==> config.mk <==
export PLATFORM = sky130hd
export DESIGN_NAME = pico_ctrl
export DESIGN_NICKNAME = d
export VERILOG_FILES = /design/src/rtl/pico_ctrl.sv
export SDC_FILE = /design/constraint.sdc
export NUM_CORES = 1
export LEC_CHECK = 0
export BUFFER_PORTS_ARGS = -buffer_cell sky130_fd_sc_hd__buf_2
export CAP_MARGIN = 20
export CORE_UTILIZATION = 49
export CTS_BUF_LIST = sky130_fd_sc_hd__clkbuf_4 sky130_fd_sc_hd__clkbuf_8 sky130_fd_sc_hd__clkbuf_16
export DETAILED_ROUTE_END_ITERATION = 8
export PLACE_DENSITY_LB_ADDON = 0.05
export SLEW_MARGIN = 25
export SYNTH_ARGS = -nofsm -noshare
export SYNTH_HDL_FRONTEND = slang
export SYNTH_SLANG_ARGS = --single-unit
==> constraint.sdc <==
create_clock -name clk -period 3.9 [get_ports clk]
set_input_delay 0.195 -clock clk [delete_from_list [all_inputs] [get_ports clk]]
set_output_delay 0.195 -clock clk [all_outputs]
set_load 0.05 [all_outputs]
==> src/rtl/pico_ctrl.sv <==
// pico_ctrl: multi-cycle control unit for a tiny accumulator-style datapath.
// Fetches one instruction per FETCH/EXEC pair and can stall on an external switch handshake.
module pico_ctrl #(
    parameter int IW = 17
) (
    input  logic          clk,
    input  logic          n_reset,
    input  logic [IW-1:0] instr,
    input  logic          sw_go,
    output logic [7:0]    pc,
    output logic [1:0]    alu_func,
    output logic          imm_sel,
    output logic          sw_sel,
    output logic          rf_we,
    output logic [2:0]    rd_addr,
    output logic [2:0]    rs_addr,
    output logic [7:0]    imm,
    output logic          busy
);

    typedef enum logic [2:0] {
        S_IDLE,
        S_FETCH,
        S_EXEC,
        S_WAIT_HI,
        S_WAIT_LO
    } state_t;

    typedef enum logic [2:0] {
        OP_NOP   = 3'b000,
        OP_ADD   = 3'b001,
        OP_ADDI  = 3'b010,
        OP_MULI  = 3'b011,
        OP_MOV   = 3'b100,
        OP_LDSW  = 3'b101,
        OP_WAITH = 3'b110,
        OP_JMP   = 3'b111
    } op_t;

    localparam logic [1:0] ALU_RA   = 2'b00;
    localparam logic [1:0] ALU_RB   = 2'b01;
    localparam logic [1:0] ALU_RADD = 2'b10;
    localparam logic [1:0] ALU_RMUL = 2'b11;

    state_t      state_q;
    logic [7:0]  pc_q;
    logic [16:0] instr_q;
    logic [1:0]  alu_func_q;
    logic        imm_sel_q;
    logic        sw_sel_q;
    logic        rf_we_q;
    logic        busy_q;
    logic        sw_meta_q;
    logic        sw_s_q;

    op_t         fetch_op;
    op_t         exec_op;
    logic [1:0]  alu_func_d;
    logic        imm_sel_d;
    logic        sw_sel_d;
    logic        rf_we_d;

    assign fetch_op = op_t'(instr[16:14]);
    assign exec_op  = op_t'(instr_q[16:14]);

    // Decode the incoming word so the control outputs are registered on entry to EXEC.
    // NOTE: every output of an always_comb gets a default first, otherwise a latch is inferred.
    always_comb begin
        alu_func_d = ALU_RA;
        imm_sel_d  = 1'b0;
        sw_sel_d   = 1'b0;
        rf_we_d    = 1'b0;
        unique case (fetch_op)
            OP_ADD:  begin alu_func_d = ALU_RADD; rf_we_d = 1'b1; end
            OP_ADDI: begin alu_func_d = ALU_RADD; imm_sel_d = 1'b1; rf_we_d = 1'b1; end
            OP_MULI: begin alu_func_d = ALU_RMUL; imm_sel_d = 1'b1; rf_we_d = 1'b1; end
            OP_MOV:  begin alu_func_d = ALU_RB;   rf_we_d = 1'b1; end
            OP_LDSW: begin alu_func_d = ALU_RA;   sw_sel_d = 1'b1; rf_we_d = 1'b1; end
            default: ;
        endcase
    end

    always_ff @(posedge clk or negedge n_reset) begin
        if (!n_reset) begin
            sw_meta_q <= 1'b0;
            sw_s_q    <= 1'b0;
        end else begin
            sw_meta_q <= sw_go;
            sw_s_q    <= sw_meta_q;
        end
    end

    // NOTE: sequential state uses non-blocking assignments so every register samples pre-edge values.
    always_ff @(posedge clk or negedge n_reset) begin
        if (!n_reset) begin
            state_q    <= S_IDLE;
            pc_q       <= 8'h00;
            instr_q    <= '0;
            alu_func_q <= ALU_RA;
            imm_sel_q  <= 1'b0;
            sw_sel_q   <= 1'b0;
            rf_we_q    <= 1'b0;
            busy_q     <= 1'b0;
        end else begin
            // Decode outputs live for the single EXEC cycle only.
            alu_func_q <= ALU_RA;
            imm_sel_q  <= 1'b0;
            sw_sel_q   <= 1'b0;
            rf_we_q    <= 1'b0;
            unique case (state_q)
                S_IDLE: state_q <= S_FETCH;
                S_FETCH: begin
                    instr_q    <= instr[16:0];
                    alu_func_q <= alu_func_d;
                    imm_sel_q  <= imm_sel_d;
                    sw_sel_q   <= sw_sel_d;
                    rf_we_q    <= rf_we_d;
                    state_q    <= S_EXEC;
                end
                S_EXEC: begin
                    if (exec_op == OP_WAITH) begin
                        busy_q  <= 1'b1;
                        state_q <= S_WAIT_HI;
                    end else begin
                        pc_q    <= (exec_op == OP_JMP) ? instr_q[7:0] : pc_q + 8'd1;
                        state_q <= S_FETCH;
                    end
                end
                S_WAIT_HI: if (sw_s_q) state_q <= S_WAIT_LO;
                S_WAIT_LO: begin
                    if (!sw_s_q) begin
                        pc_q    <= pc_q + 8'd1;
                        busy_q  <= 1'b0;
                        state_q <= S_FETCH;
                    end
                end
                default: state_q <= S_IDLE;
            endcase
        end
    end

    assign pc       = pc_q;
    assign alu_func = alu_func_q;
    assign imm_sel  = imm_sel_q;
    assign sw_sel   = sw_sel_q;
    assign rf_we    = rf_we_q;
    assign busy     = busy_q;
    assign rd_addr  = instr_q[13:11];
    assign rs_addr  = instr_q[10:8];
    assign imm      = instr_q[7:0];

endmodule

After elaboration in Yosys (flattened, before gate mapping)

Cells that the tools add are included.

Register bits: 36
Bits of input ports: 20
Output and inout port bits: 28
Word-level logic and storage cells: 53

Add/subtract/negate cells: 1
Equality and inequality tests: 15
Mux-type cells: 19
Reductions and logical operators: 8

Operators by type and width:

| cell                | number |
|---|---|
| $mux 8              | 3 |
| $pmux 8 s2          | 1 |
| $eq 3x3->1 const B  | 5 |
| $pmux 3 s5          | 1 |
| $eq 3x2->1 const B  | 4 |
| $add 8x1->8 const B | 1 |
| $mux 1              | 8 |
| $ne 2x2->1 const B  | 4 |
| $eq 3x1->1 const B  | 2 |
| $mux 3              | 2 |
| $pmux 2 s3          | 1 |
| $reduce_and 3->1    | 2 |
| $reduce_or 5->1     | 1 |
| $mux 2              | 2 |
| $reduce_or 2->1     | 2 |
| $logic_not 3->1     | 1 |
| $pmux 1 s2          | 1 |
| $reduce_and 2->1    | 1 |
| $reduce_bool 2->1   | 1 |

Logic depth before layout (Yosys ltp)

Gate-level depths: netlist of the first run.

Depth in word-level cells: 4
Gate-level depth with buffers: 6
Mapped depth without buffers: 5

Worst setup path after synthesis of the first run

Ideal clock, no wire load.

Path kind: register -> register
Start point: register state_q[1]
End point: register pc_q[1], in the netlist pc[1]
Setup time: 125 ps
Arrival time: 1633 ps
Data required time: 3775 ps
Slack: 2142 ps
Cell stages (with the launch flop): 7
Buffers on the path: 2
Clock period less this slack: 1758 ps
Cell sequence: dfrtp_1 -> buf_4 -> or3b_1 -> buf_4 -> nand2_8 -> mux2_1 -> mux2_4

Longest elaborated chain between the ends: 3
Elaborated cells on any way between the ends: 7
Those cells by class: eq/ne: 4; mux: 1; reduce/logical: 2

RTL lines:

| what                                                             | line | text |
|---|---|---|
| from (decl)                                                      | 45   | `state_t state_q;` |
| from (signal assigned)                                           | 96   | `state_q <= S_IDLE;` |
| from (signal assigned)                                           | 111  | `S_IDLE: state_q <= S_FETCH;` |
| from (signal assigned)                                           | 118  | `state_q <= S_EXEC;` |
| $eq 3x2->1 or $eq 3x3->1 (tied branches)                         | 110  | `unique case (state_q)` |
| $ne 2x2->1 (no source line) or $reduce_bool 2->1 (tied branches) | --   |  |
| $reduce_and 3->1 (no source line)                                | --   |  |
| to (signal assigned)                                             | 125  | `pc_q <= (exec_op == OP_JMP) ? instr_q[7:0] : pc_q + 8'd1;` |
| to (signal assigned)                                             | 132  | `pc_q <= pc_q + 8'd1;` |
| to (decl)                                                        | 46   | `logic [7:0] pc_q;` |

Several ways; a longest one is shown, not always the timed one.
A chain may end at the register's enable or synchronous reset.

Worst setup path after layout of the first run

Start point: register state_q[0]
End point: register pc_q[1], in the netlist pc[1]

The elaborated chain is that of the path after synthesis.

==> metrics.txt, run 1 <==
DRT Pass-1 Iters 4; Synth async-reset ratio 100%; critical-path cell list or3b_1, nand2_8, mux2_1, mux2_4; # diodes 0; required time of the critical path about 4.1 ns; main flop type after synthesis dfrtp_1; DR DRC count 0; Worst-Margin Slew ~0.99 ns; number of max-cap violations 0; grt ovf 0; post-CTS sizing 0; htree depth 2; io pins between 40 and 50; WL met3 192 um; syn nets ~200; synthesized flop and latch total 36; FF-to-FF Start state_q[0]$_DFFE_PN0P_; Die Y-Extent 62.2 um; slew margin rel. between 30% and 40%; Yosys cell types 38; Startpoint Class register; Setup Fix Bufs, Post-CTS 0; FMAX about 0.51 GHz; Hold Path End instr_q[9]$_DFFE_PN0P_; # port buffers 47; RSZ-0062 raised after global routing false; Ys Warns 0; fin crit share between 50% and 60%; Slew Limit Fails 0; Reg2Reg Depth 4; CP Data Arrival Time around 2.2 ns; setup TNS 0 ns; first-pass GRT wire length 6150 um; vias approximately 1400; Max FO, Critical Path 15; antenna-violating nets left 0; internal reg-to-reg setup slack just under 2 ns; number of synthesized flops with an enable pin 0; CTS tree yes; row count 21; largest net degree at the start of global routing 37; slowest CP cell or3b_1; register area share after synthesis roughly half; Vias/cell about 5.3; setup violators final 0; vias in the first global route approximately 1300; Max stage delay on crit path roughly 0.6 ns; clock skew slightly above 0.006 ns; CTS root buffer clkbuf_4; Synth Instances between 150 and 200; Buf/Inv on CP 0; r2r endpoint pc[1]$_DFFE_PN0P_; Nets between 200 and 250; Starting DRT DRC Count ~110; Reg clk slew, reported paths ~0.11 ns; Min Clock Period, post-route 1.98 ns; CP delay by family, top simple AND/OR/NAND/NOR gates; routed wire length between 3000 and 4000 um; Area Growth Syn to Fin 14.8%; met1 WL roughly 1600 um; hold path depth 3; Setup crit end kind register; outcome finished clean; Cell Area, Synth 0.00178 mm2; Clock Path Buffers 2; WL/cell approximately 13 um; Placeable Area around 0.0034 mm2; Worst Hold Class in -> reg; initial antenna violation count 0; chip width 62.2 um; GP Congestion ~0.85; share of cells above drive strength 1 between 20% and 30%; Initial Utilization 52.1%; Sink Count 36; clk_lat worst skew 0.34 ns; HP Start instr[9]; met2 wire length between 1500 and 2000 um; mean area per synthesized cell 9.72 um2; DP HPWL about 2500 um; cts bufs inserted 5; Top Layer Used met4; Crit Path Class reg -> reg; GRT Util Overall between 20 and 25%; Hold Vio Cnt, Final 0; die footprint 0.00387 mm2
-- worst reg2reg max path, cell delays in order (launching register included) --
cell and delay, ns:
dfrtp_1 0.56, or3b_1 0.60, nand2_8 0.15, mux2_1 0.32, mux2_4 0.25
-- state kept, by name, indices dropped and copies added, names as in the netlist --
register and count:
instr_q 17, rf_we 1, sw_sel 1, pc 8, sw_meta_q 1, state_q 3, imm_sel 1, sw_s_q 1
alu_func 2, busy 1
-- synth_stat cells (all sizes together) (3+ instances only) --
library cell	instances	area share, %
nand2	58	13
dfrtp	36	51
buf	19	7.7
o21ai	9	2.5
nor3	7	2.3
a2bb2oi	6	3.0
o22ai	5	1.8
a211oi	4	1.7
nand3	4	1.1
nor2	4	0.99
nor3b	4	2.3
a21oi	3	0.84
and3	3	1.1
-- placed cells by master (no fill, tap or decap), drive strengths merged, types with 3 or more instances in the layout --
master and n:
a2bb2oi 6, a21oi 3, dfrtp 36, o21ai 9, nor2 4, nor3 7
o22ai 5, clkbuf 7, and3 3, nand2 58, nor3b 4, buf 47
nand3 4, a211oi 4
-- metal layers --
metal	vias to the layer above	GRT usage, %
li1	690	-
met1	663	28.2
met2	48	30.6
met3	7	6.43
met4	0	8.72
met5	-	0
-- through the flow --
stage	hold slack, ns	worst slack, ns	cells	area (um2)	util, %
floorplan	-0.101	2.14	183	1780	-
detailed placement	0.307	1.94	255	1930	56.4
global placement	0.304	1.99	255	1930	56.4
global route	0.0112	1.75	265	2040	59.7
finish	0.0326	1.92	265	2040	59.7
CTS	0.0191	1.92	265	2040	59.7
-- worst max-delay path by stage --
| stage | startpoint | endpoint | slack [ns] | cells past startpoint |
|---|---|---|---|---|
| after floorplan | state_q[1]$_DFFE_PN0P_ | pc[1]$_DFFE_PN0P_ | 2.14 | 6 |
| after global placement | state_q[0]$_DFFE_PN0P_ | pc[1]$_DFFE_PN0P_ | 1.99 | 4 |
| after detailed placement | state_q[0]$_DFFE_PN0P_ | pc[1]$_DFFE_PN0P_ | 1.94 | 4 |
| after CTS | state_q[0]$_DFFE_PN0P_ | pc[1]$_DFFE_PN0P_ | 1.92 | 4 |
| after global routing | state_q[0]$_DFFE_PN0P_ | instr_q[11]$_DFFE_PN0P_ | 1.75 | 4 |
| final | state_q[0]$_DFFE_PN0P_ | pc[1]$_DFFE_PN0P_ | 1.92 | 4 |
-- final cells by class --
class | count | area, um2
fillers | 317 | 1380
flip-flops and latches | 36 | 901
multi-input cells | 124 | 724
repair buffers | 49 | 255
clock buffers | 7 | 65.1
well taps | 46 | 57.6
clock inverters | 1 | 30.0
inverters | 2 | 7.51
-- timing repair --
item	4_1_cts	5_1_grt
endpoints found under the hold margin	37	0
hold buffers	2	0
endpoints found under the setup margin	0	0
-- cell families after synthesis --
kind of cell    Yosys count  share of synthesized area (%)
flops                    36                           50.7
compound gates           30                           11.1
fa+ha+maj                 1                          0.704
buf+inv                  23                           8.59
simple gates             89                           26.1
mux                       4                           2.81
Power of run 1 is not shown: default switching activity piles up to over one toggle a cycle in this logic, so the estimate is an artifact.
==> inputs of run 2 (changes only) <==
--- a/config.mk
+++ b/config.mk
@@ -7,7 +7,7 @@
 export LEC_CHECK = 0
 export BUFFER_PORTS_ARGS = -buffer_cell sky130_fd_sc_hd__buf_2
 export CAP_MARGIN = 20
-export CORE_UTILIZATION = 49
+export CORE_UTILIZATION = 47
 export CTS_BUF_LIST = sky130_fd_sc_hd__clkbuf_4 sky130_fd_sc_hd__clkbuf_8 sky130_fd_sc_hd__clkbuf_16
 export DETAILED_ROUTE_END_ITERATION = 8
 export PLACE_DENSITY_LB_ADDON = 0.05
==> constraint.sdc (replaced) <==
create_clock -name clk -period 1.7 [get_ports clk]
set_input_delay 0.085 -clock clk [delete_from_list [all_inputs] [get_ports clk]]
set_output_delay 0.085 -clock clk [all_outputs]
set_load 0.05 [all_outputs]
==> metrics.txt, run 2 (synthesis results as in run 1) <==
outcome finished clean; routed wire length between 4000 and 5000 um; row count 21; Reg2Reg Depth 4; slowest CP cell or3b_1; Startpoint Class register; fin crit share 96.8%; share of cells above drive strength 1 a little under a third; HP Start instr[12]; chip width ~64 um; Slew Limit Fails 0; die footprint roughly 0.0040 mm2; CTS root buffer clkbuf_8; FMAX between 0.6 and 0.7 GHz; r2r endpoint pc[1]$_DFFE_PN0P_; slew margin rel. a little under 50%; PD cells between 2000 and 2500 mW/mm2; DRT Pass-1 Iters 4; Nets roughly 260; most common cell after layout, fill and taps aside nand2_1; antenna-violating nets left 0; Crit Path Class reg -> reg; WL/cell between 10 and 15 um; commonest cells after routing, fill and taps aside nand2_1, buf_2, dfrtp_1; Worst-Margin Slew ~0.77 ns; FF-to-FF Start state_q[0]$_DFFE_PN0P_; Die Y-Extent ~64 um; DR DRC count 0; setup violators final 0; largest net degree at the start of global routing 37; Area Growth Syn to Fin 27.5%; # port buffers 47; Reg clk slew, reported paths about 0.07 ns; Starting DRT DRC Count 63; Worst Hold Class in -> reg; number of max-cap violations 0; Clock Path Buffers 2; CP Data Arrival Time between 1.5 and 2 ns; max FFs per register 17; DP HPWL about 2800 um; RSZ-0062 raised after global routing true; clock skew about 0.0044 ns; # diodes 0; Biggest register instr_q; internal reg-to-reg setup slack approximately 0.054 ns; clk_lat worst skew 0.28 ns; first-pass GRT wire length about 6700 um; critical-path cell list or3b_1, nand2_8, mux2_1, mux2_4; io pins 48; CP delay by family, top multiplexers; hold path depth 3; cts bufs inserted 5; Total Power between 5 and 6 mW; vias in the first global route 1449; Min Clock Period, post-route about 1.6 ns; required time of the critical path ~1.9 ns; Setup Fix Bufs, Post-CTS 0; grt ovf 0; Max FO, Critical Path 3; vias between 1500 and 2000; maximum vdd drop 1190 uV; Buf/Inv on CP 0; Setup crit end kind register; Max stage delay on crit path roughly 0.48 ns; Hold Path End instr_q[12]$_DFFE_PN0P_; Vias/cell between 5 and 6; GP Congestion roughly 0.86; initial antenna violation count 0; setup TNS 0 ns; Hold Vio Cnt, Final 0; Placeable Area between 0.003 and 0.004 mm2; CTS tree yes; htree depth 2; Sink Count 36; GRT Util Overall ~22%; Initial Utilization between 50% and 60%; leakage power between 1 and 1.5 nW
[run 2: changes by cell type in the layout (fill, tap and decap cells not counted), sizes merged]
cell and delta:
buf +12, dlygate4sd3 +12, clkbuf -1, clkinv +1
[run 2: repair_timing]
action,in CTS,in global routing
setup endpoints to repair,0,2
hold endpoints to repair,48,1
resized for setup,0,0
hold buffers,13,1
[run 2: metal layers]
layer	vias up	wire, um	global-route usage, %
met4	0	65	9.09
met5	-	0	0
met2	53	1930	35.0
met3	6	200	5.43
li1	736	-	-
met1	726	1800	28.8
[run 2: power breakdown]
part | leakage [nW] | switching (mW) | total, mW | internal, mW
clock network | 0.0586 | 0.289 | 0.739 | 0.451
registers | 0.442 | 0.327 | 1.55 | 1.22
logic | 0.638 | 1.93 | 2.78 | 0.845
[run 2: per-stage QoR]
step / instance area [um2] / util (%) / worst slack, ns / cells / hold WS [ns]
floorplan: 1790 / - / -0.0359 / 183 / -0.211
global placement: 2020 / 58.1 / 0.0903 / 267 / 0.193
finish: 2270 / 65.4 / 0.0536 / 289 / 0.00294
detailed placement: 2020 / 58.1 / 0.0557 / 267 / 0.197
global route: 2270 / 65.4 / -0.00798 / 289 / 0.0153
CTS: 2260 / 65.1 / 0.0468 / 288 / 0.000594
[run 2: worst reg2reg max path, delay by kind of cell (launching register included)]
| family | cells | cell delay [ns] |
|---|---|---|
| muxes | 2 | 0.58 |
| and+or+nand+nor | 2 | 0.57 |
| DFF | 1 | 0.40 |
[run 2: final cells by class]
class                   instances  area [um2]
multi-input cells             124         724
fillers                       299        1200
inverters                       2        7.51
clock buffers                   6        76.3
clock inverters                 2        35.0
flip-flops and latches         36         901
well taps                      46        57.6
repair buffers                 73         465
[run 2: worst max path at each step]
stage | cells past startpoint | start | end | slack, ns
5_1_grt | 6 | state_q[0]$_DFFE_PN0P_ | pc[4]$_DFFE_PN0P_ | -0.008
4_1_cts | 4 | state_q[0]$_DFFE_PN0P_ | pc[1]$_DFFE_PN0P_ | 0.05
3_5_place_dp | 4 | state_q[0]$_DFFE_PN0P_ | pc[1]$_DFFE_PN0P_ | 0.06
3_3_place_gp | 4 | state_q[0]$_DFFE_PN0P_ | pc[1]$_DFFE_PN0P_ | 0.09
6_report | 4 | state_q[0]$_DFFE_PN0P_ | pc[1]$_DFFE_PN0P_ | 0.05
2_1_floorplan | 6 | state_q[1]$_DFFE_PN0P_ | pc[1]$_DFFE_PN0P_ | -0.04
Note: power is estimated with default switching activity, not from simulation.
==> inputs of run 3 (changes only) <==
--- a/config.mk
+++ b/config.mk
@@ -11,6 +11,7 @@
 export CTS_BUF_LIST = sky130_fd_sc_hd__clkbuf_4 sky130_fd_sc_hd__clkbuf_8 sky130_fd_sc_hd__clkbuf_16
 export DETAILED_ROUTE_END_ITERATION = 8
 export PLACE_DENSITY_LB_ADDON = 0.05
+export RECOVER_POWER = 100
 export SLEW_MARGIN = 25
 export SYNTH_ARGS = -nofsm -noshare
 export SYNTH_HDL_FRONTEND = slang
==> metrics.txt, run 3 (synthesis results as in run 1) <==
required time of the critical path 1.87 ns; fin crit share 96.8%; chip width 63.5 um; Reg area 901 um2; GRT Util Overall between 20 and 25%; clock skew 0.00463 ns; commonest cells after routing, fill and taps aside nand2_1, dfrtp_1, clkbuf_1; clk_lat worst skew 0.28 ns; r2r endpoint pc[1]$_DFFE_PN0P_; Hold Path End instr_q[12]$_DFFE_PN0P_; internal reg-to-reg setup slack roughly 0.054 ns; setup violators final 0; Initial Utilization 51.3%; leakage power 1.05 nW; number of max-cap violations 0; hold path depth 3; first-pass GRT wire length roughly 6700 um; Max FO, Critical Path 3; vias in the first global route between 1000 and 1500; Logic pwr share a little over half; clock group share of total power 14.8%; Worst Hold Class in -> reg; antenna-violating nets left 0; share of cells above drive strength 1 about a fifth; cts bufs inserted 5; CTS root buffer clkbuf_8; outcome finished clean; PD cells approximately 2200 mW/mm2; RSZ-0062 raised after global routing true; # diodes 0; # port buffers 47; Buf/Inv on CP 0; P_sw roughly 2.6 mW; Die Y-Extent around 64 um; Total Power about 5.0 mW; slowest CP cell or3b_1; Setup Fix Bufs, Post-CTS 0; Vias/cell about 5.3; dpl cell area between 0.002 and 0.0025 mm2; Nets 263; DRT Pass-1 Iters 4; most common cell after layout, fill and taps aside nand2_1; Setup crit end kind register; Slew Limit Fails 0; fillers roughly 320; Clock Path Buffers 2; Reg2Reg Depth 4; P_int around 2.4 mW; CTS tree yes; Area Growth Syn to Fin 25.3%; Place WS ~0.056 ns; sw frac 51.4%; DR DRC count 0; slew margin rel. 43.6%; critical-path cell list or3b_1, nand2_8, mux2_1, mux2_4; max FFs per register 17; final instance area about 0.0022 mm2; FF-to-FF Start state_q[0]$_DFFE_PN0P_; die footprint between 0.004 and 0.005 mm2; DP HPWL roughly 2800 um; grt ovf 0; Startpoint Class register; Reg clk slew, reported paths about 0.070 ns; maximum vdd drop between 1000 and 1500 uV; Post-Layout Cell Count 289; GP Congestion between 0.8 and 0.9; Inst Count DP roughly 270; Setup WS post-layout 0.0543 ns; Seq pwr share between 30% and 40%; htree depth 2; FMAX 0.608 GHz; hold_ws roughly 0.0046 ns; vias roughly 1500; Crit Path Class reg -> reg; Worst-Margin Slew about 0.85 ns; HP Start instr[12]; Biggest register instr_q; Starting DRT DRC Count 60; Max stage delay on crit path about 0.48 ns; Sink Count 36; Placeable Area about 0.0035 mm2; CP Data Arrival Time 1.81 ns; WL/cell approximately 14 um; row count 21; CP delay by family, top multiplexers; largest net degree at the start of global routing 37; routed wire length about 4000 um; io pins 48; Hold Vio Cnt, Final 0; footprint of the multi-input gates 724 um2; initial antenna violation count 0; Min Clock Period, post-route 1.65 ns
## run 3: cell types whose count changed in the layout (fill, tap and decap cells not counted), sizes merged
| cell | previous run | this run |
|---|---|---|
| buf | 59 | 29 |
| clkbuf | 6 | 36 |
## run 3: cell type report
class	instances	share of cell area [%]
multi-input combinational	124	32.5
clock inverter	2	1.57
sequential	36	40.4
tap	46	2.58
inverter	2	0.337
timing repair buffer	73	19.1
clock buffer	6	3.43
## run 3: repair_timing
item,CTS,global route
hold buffers,13,1
resized for setup,0,0
endpoints found under the hold margin,48,1
setup endpoints to repair,0,2
## run 3: worst max path at each step
stage,end,from,depth (start not counted)
after floorplan,pc[1]$_DFFE_PN0P_,state_q[1]$_DFFE_PN0P_,6
after global placement,pc[1]$_DFFE_PN0P_,state_q[0]$_DFFE_PN0P_,4
after detailed placement,pc[1]$_DFFE_PN0P_,state_q[0]$_DFFE_PN0P_,4
after CTS,pc[1]$_DFFE_PN0P_,state_q[0]$_DFFE_PN0P_,4
after global routing,pc[4]$_DFFE_PN0P_,state_q[0]$_DFFE_PN0P_,6
final,pc[1]$_DFFE_PN0P_,state_q[0]$_DFFE_PN0P_,4
## run 3: per-layer routing
layer / routed length, um / GRT usage (%) / vias to the layer above
li1: - / - / 734
met1: 1790 / 28.8 / 725
met2: 1930 / 35.0 / 55
met3: 205 / 5.43 / 6
met4: 65 / 9.09 / 0
met5: 0 / 0 / -
## run 3: worst min-delay path: cells and delay by family
kind	cells	cell delay (ns)
buffers and inverters	1	0.07
AND/OR/NAND/NOR	2	0.09
## run 3: metrics by stage
step,utilization (%),TNS (ns)
5_1_grt,64.2,-0.0141
3_3_place_gp,58.1,0
3_5_place_dp,58.1,0
2_1_floorplan,-,-0.0359
4_1_cts,65.1,0
6_report,64.2,0
## run 3: power by group through the flow
| stage | clock network, mW | logic (mW) | registers, mW |
|---|---|---|---|
| global route | 0.801 | 2.88 | 1.61 |
| CTS | 0.756 | 2.79 | 1.54 |
| global placement | 0 | 2.69 | 1.53 |
| finish | 0.738 | 2.68 | 1.56 |
| detailed placement | 0 | 2.75 | 1.55 |
| floorplan | 0 | 1.82 | 1.94 |
